`src/rtl/mant_mul_pkg.sv`:
```
// mant_mul_pkg: shared types and constants for the sequential mantissa multiplier
// Provides:
//   state_t      - FSM state encoding {IDLE, RUN, DONE}
//   DEF_MANT_W   - default mantissa width (hidden bit included)
//   DEF_CNT_W    - bit counter width for the default mantissa width
//   cnt_width()  - bit counter width for any mantissa width
package mant_mul_pkg;
    localparam int DEF_MANT_W = 24;
    localparam int DEF_CNT_W  = $clog2(DEF_MANT_W + 1);
    typedef enum logic [1:0] {IDLE, RUN, DONE} state_t;
    function automatic int cnt_width(input int w);
        return $clog2(w + 1);
    endfunction
endpackage

```
`src/rtl/mant_mul_step.sv`:
```
// mant_mul_step: one shift-add step of the multiplier, combinational
// Ports:
//   p      [2*MANT_W:0] - current partial product / remaining multiplier bits
//   a      [MANT_W-1:0] - multiplicand
//   p_next [2*MANT_W:0] - P after the conditional add of A and a 1-bit right shift
module mant_mul_step
    import mant_mul_pkg::*;
#(
    parameter int MANT_W = DEF_MANT_W
) (
    input  logic [2*MANT_W:0] p,
    input  logic [MANT_W-1:0] a,
    output logic [2*MANT_W:0] p_next
);
    logic [MANT_W:0] hi;
    always_comb begin
        // the (MANT_W+1)-bit upper half keeps the carry of the add
        hi     = p[2*MANT_W:MANT_W] + (p[0] ? {1'b0, a} : '0);
        p_next = {1'b0, hi, p[MANT_W-1:1]};
    end
endmodule

```
`src/rtl/mant_mul_seq.sv`:
```
// mant_mul_seq: sequential shift-add multiplier for normalised mantissas, one bit per clock
// Ports:
//   clk, rst_n        - clock (rising edge), asynchronous active-low reset
//   in_start          - request, accepted in IDLE or DONE
//   in_multiplicand   - operand A, sampled on the accepting edge
//   in_multiplier     - operand B, sampled on the accepting edge
//   out_busy          - high while the multiply runs
//   out_valid         - one-cycle pulse when out_product is final
//   out_product       - A*B, held until the next accepted start
// Option: define MANT_MUL_EARLY_EXIT_EN to finish as soon as the remaining
// multiplier bits are all zero (latency = position of B's top set bit, min 1).
module mant_mul_seq
    import mant_mul_pkg::*;
#(
    parameter int MANT_W = DEF_MANT_W
) (
    input  logic                  clk,
    input  logic                  rst_n,
    input  logic                  in_start,
    input  logic [MANT_W-1:0]     in_multiplicand,
    input  logic [MANT_W-1:0]     in_multiplier,
    output logic                  out_busy,
    output logic                  out_valid,
    output logic [2*MANT_W-1:0]   out_product
);
    localparam int CNT_W = cnt_width(MANT_W);
    state_t              state;
    logic [CNT_W-1:0]    cnt;
    logic [MANT_W-1:0]   a_q;
    logic [2*MANT_W:0]   p, p_step, p_run;
    logic                last;
    mant_mul_step #(.MANT_W(MANT_W)) u_step (
        .p      (p),
        .a      (a_q),
        .p_next (p_step)
    );
`ifdef MANT_MUL_EARLY_EXIT_EN
    logic [MANT_W-1:0] rem_mask;
    logic              rest_zero;
    always_comb begin
        // low MANT_W-cnt bits of P are still multiplier bits; bit 0 is handled by this step
        rem_mask  = {MANT_W{1'b1}} >> cnt;
        rest_zero = ((p[MANT_W-1:0] & rem_mask) >> 1) == '0;
        last      = rest_zero || cnt == CNT_W'(MANT_W - 1);
        // skip the remaining all-zero bits: total shift this cycle is MANT_W-cnt
        p_run     = rest_zero ? p_step >> (CNT_W'(MANT_W - 1) - cnt) : p_step;
    end
`else
    always_comb begin
        last  = cnt == CNT_W'(MANT_W - 1);
        p_run = p_step;
    end
`endif
    assign out_product = p[2*MANT_W-1:0];
    always_ff @(posedge clk or negedge rst_n) begin
        if (!rst_n) begin
            state     <= IDLE;
            cnt       <= '0;
            a_q       <= '0;
            p         <= '0;
            out_busy  <= 1'b0;
            out_valid <= 1'b0;
        end else begin
            out_valid <= 1'b0;
            if (state == RUN) begin
                p   <= p_run;
                cnt <= cnt + 1'b1;
                if (last) begin
                    state     <= DONE;
                    out_busy  <= 1'b0;
                    out_valid <= 1'b1;
                end
            end else if (in_start) begin
                a_q      <= in_multiplicand;
                p        <= {{(MANT_W + 1){1'b0}}, in_multiplier};
                cnt      <= '0;
                state    <= RUN;
                out_busy <= 1'b1;
            end else begin
                state <= IDLE;
            end
        end
    end
endmodule
```
`config.mk`:
```
export PLATFORM = sky130hd
export DESIGN_NAME = mant_mul_seq
export DESIGN_NICKNAME = d
export VERILOG_FILES = /design/src/rtl/mant_mul_pkg.sv /design/src/rtl/mant_mul_step.sv /design/src/rtl/mant_mul_seq.sv
export SDC_FILE = /design/constraint.sdc
export NUM_CORES = 1
export LEC_CHECK = 0
export BUFFER_PORTS_ARGS = -buffer_cell sky130_fd_sc_hd__buf_2
export CORE_UTILIZATION = 55
export CTS_CLUSTER_SIZE = 20
export DETAILED_ROUTE_END_ITERATION = 10
export PLACE_DENSITY = 0.81
export SLEW_MARGIN = 5
export SYNTH_ARGS = -nofsm -noshare
export SYNTH_HDL_FRONTEND = slang
export SYNTH_SLANG_ARGS = --single-unit
```
`constraint.sdc`:
```
create_clock -name clk -period 6.3 [get_ports clk]
set_input_delay 1.26 -clock clk [delete_from_list [all_inputs] [get_ports clk]]
set_output_delay 1.26 -clock clk [all_outputs]
set_load 0.03 [all_outputs]
```
==> metrics.cfg <==
[global_route]
grtUsageMet3_pct=5.99
met1_usage_pct=30.9
antenna_found_initial=0
grt_use_total_pct=25.4
grt_pass1_wl_um=17700
grt_pass1_vias=3857
grt_overflow=0
met2_usage_pct=43.5
grt_busiest_layer=met2
grt_start_max_net_pins=82

[job]
maxCapViolCount=0

[yosys]
yosysTopAreaCell=dfrtp_1
synth-edff-count=0
ys_async_sr_fraction_pct=100
syn_nets=558
avgSynthCellArea_um2=9.69
yosys_most_used_dff=dfrtp_1
synth_top_area_share_pct=43.5
syn-instance-count=481
synth_area_mm2=0.00466
synth_cell_types=50
yosysSeqAreaShare_pct=43.5
ys_warn_count=0
synth_area_leaders=dfrtp_1 43%, ha_1 6.7%, o21ai_0 5.9%
ys_seq_elements=81

[placed_design]
dp_cells=665
place_congestion=0.884
pre_cts_ws_ns=2.82
hpwl_um=7320
port_buffers=100

[timing]
fin_crit_ns=3.20
setup_slack_ns=3.10
max_freq_ghz=0.312
finClkSkew_ns=0.00945
hold_ws_ns=0.504
rsz0062_at_grt=no
finalMaxSlewViolations=0
fin_crit_sh_pct=50.8
tightestPinTransition_ns=1.07
maxSlewHeadroom_pct=28.5
finalSetupViolCount=0
finalHoldViolations=0
fin_tns_setup_ns=0

[status]
status=finished, final reports clean

[clock_network]
cts_setup_buffers=0
cts_hold_buf=0
root_buffer=clkbuf_8
htreeDepth=3
cts_max_path_buffers=2
cts.clk_slew.worst_paths_ns=0.09
ctsResizeCount=0
clock_latency_ns=0.36
cts_tree=built
clkSinkCount=81
cts_inserted_buffers=9

[critical_path]
startpoint_type=register
slowest_delay_ns=0.86
critical_path.cell_chain=and2_1 > ha_1 > inv_1 > fa_1 > nor2b_1 > o31ai_1 > a31o_2 > a21o_1 > or4_1 > nand3_1
critical_path_class=reg -> reg
cp_max_fo=26
worstPathRequired_ns=6.60
crit_path_end_kind=register
critPathSlowestCell=dfrtp_1
critPathArrivalTime_ns=3.50

[route]
viasPerCell=5.80
vias=3953
drt_iter0_drc=189
totalWireLength_um=10600
routedWlPerCell_um=15.5
drc=0
antenna_left=0
first_pass_iters=4

[power]
seq_power_share_pct=31.0
p_sw_mw=1.46
p_clk_share_pct=15.0
p_int_mw=1.69
power_density_mw_per_mm2=574
comb_power_share_pct=54.0
ir_drop_mv=0.299
switching_share_pct=46.4
leakagePower_nw=2.68

[cells_and_area]
final_nets=648
final_cells=681
fin_util_pct=66.6
area_growth_pct=17.4
n_antenna_cell=0
drive_gt1_share_pct=26.6
nFillCells=674

[floorplan]
die_area_mm2=0.00885
die_w_um=94.1
core_mm2=0.00822
initial_utilization_pct=56.8
ioPinCount=101
rows=33
die_y_um=94.1

[worst_hold_path]
hold_path.class=reg -> reg

## placed cells by master, fill, tap and decap left out, types with 2 or more instances in the layout
| cell | instances |
|---|---|
| dfrtp_1 | 81 |
| nand2b_1 | 2 |
| a211oi_1 | 6 |
| xor2_1 | 6 |
| a32o_1 | 3 |
| nor3_1 | 7 |
| or3_1 | 5 |
| nand3b_1 | 2 |
| o41ai_1 | 2 |
| ha_1 | 25 |
| o21ai_0 | 55 |
| nor2_1 | 18 |
| o2111ai_1 | 3 |
| or2_2 | 2 |
| nand4_1 | 2 |
| nor2b_1 | 2 |
| bufinv_16 | 3 |
| a21o_2 | 2 |
| inv_1 | 8 |
| a21o_1 | 9 |
| and2_1 | 24 |
| nand3_1 | 20 |
| clkbuf_8 | 9 |
| o31ai_1 | 3 |
| a31oi_1 | 6 |
| mux2_2 | 24 |
| nand2_1 | 54 |
| buf_4 | 4 |
| o21a_1 | 3 |
| buf_2 | 99 |
| xnor2_1 | 7 |
| a21oi_1 | 26 |
| mux2i_1 | 25 |
| or4_1 | 2 |
| o211ai_1 | 6 |
## cell usage after synthesis (3+ instances only)
| cell type | count |
|---|---|
| mux2_2 | 24 |
| nor3_1 | 7 |
| and2_1 | 24 |
| or3_1 | 5 |
| a21oi_1 | 26 |
| o21ai_0 | 55 |
| clkbuf_1 | 18 |
| nand2_1 | 54 |
| a31oi_1 | 6 |
| xor2_1 | 6 |
| o31ai_1 | 3 |
| inv_1 | 8 |
| a211oi_1 | 6 |
| o211ai_1 | 6 |
| a32o_1 | 3 |
| ha_1 | 25 |
| buf_2 | 5 |
| nor2_1 | 18 |
| mux2i_1 | 25 |
| o21a_1 | 3 |
| a21o_1 | 9 |
| xnor2_1 | 7 |
| o2111ai_1 | 3 |
| nand3_1 | 20 |
| dfrtp_1 | 81 |
| nor2b_1 | 3 |
## stage by stage
stage	power [mW]	instance area (um2)
floorplan	2.22	4660
global placement	2.60	5230
detailed placement	2.67	5230
CTS	3.14	5470
global route	3.38	5470
finish	3.14	5470
## routing by layer
layer	wire length (um)	vias to the layer above
li1	-	1928
met2	5070	135
met5	0	-
met1	4620	1867
met3	654	23
met4	235	0
## power by group through the flow
stage          Sequential, mW  Clock (mW)  Combinational [mW]
2_1_floorplan            1.23           0               0.994
3_3_place_gp            0.967           0                1.63
3_5_place_dp            0.980           0                1.69
4_1_cts                 0.975       0.472                1.70
5_1_grt                  1.01       0.495                1.87
6_report                0.974       0.470                1.70
## cells by family after synthesis
kind of cell    synth area share (%)
xor+xnor                        2.44
buf+inv                         2.71
flops                           43.5
mux                             11.2
compound gates                  17.7
simple gates                    15.3
fa+ha+maj                       7.14
## worst paths after layout
check,depth (start not counted),from,endpoint,slack (ns)
min in group asynchronous,1,rst_n,a_q[10],1.07
worst min-delay path,1,a_q[2],a_q[2],0.50
worst min register to register,1,a_q[2],a_q[2],0.50
worst max-delay path,10,p[0],p[43],3.10
max in group asynchronous,1,rst_n,p[8],4.59
worst max register to register,10,p[0],p[43],3.10
## critical path: cells and delay by family (launching register included)
family / cells / cell delay (ns)
AO/OA/AOI/OAI: 3 / 0.61
adder cells (fa/ha/maj): 2 / 0.56
buffers and inverters: 1 / 0.06
flip-flops: 1 / 0.86
AND/OR/NAND/NOR: 4 / 1.03
## layout make-up
class	instances	area (um2)	area share, %
multi-input combinational	368	2520	46.0
sequential	81	2030	37.0
timing repair buffer	103	526	9.60
tap	105	131	2.40
clock buffer	10	128	2.33
clock inverter	6	115	2.10
inverter	8	30.0	0.549
## sequential cells by signal, summed over array words and instances, names as in the netlist
name       count
out_valid      1
cnt            5
a_q           24
state          2
p             48
out_busy       1
No activity file was read; power rests on OpenSTA's default activity.
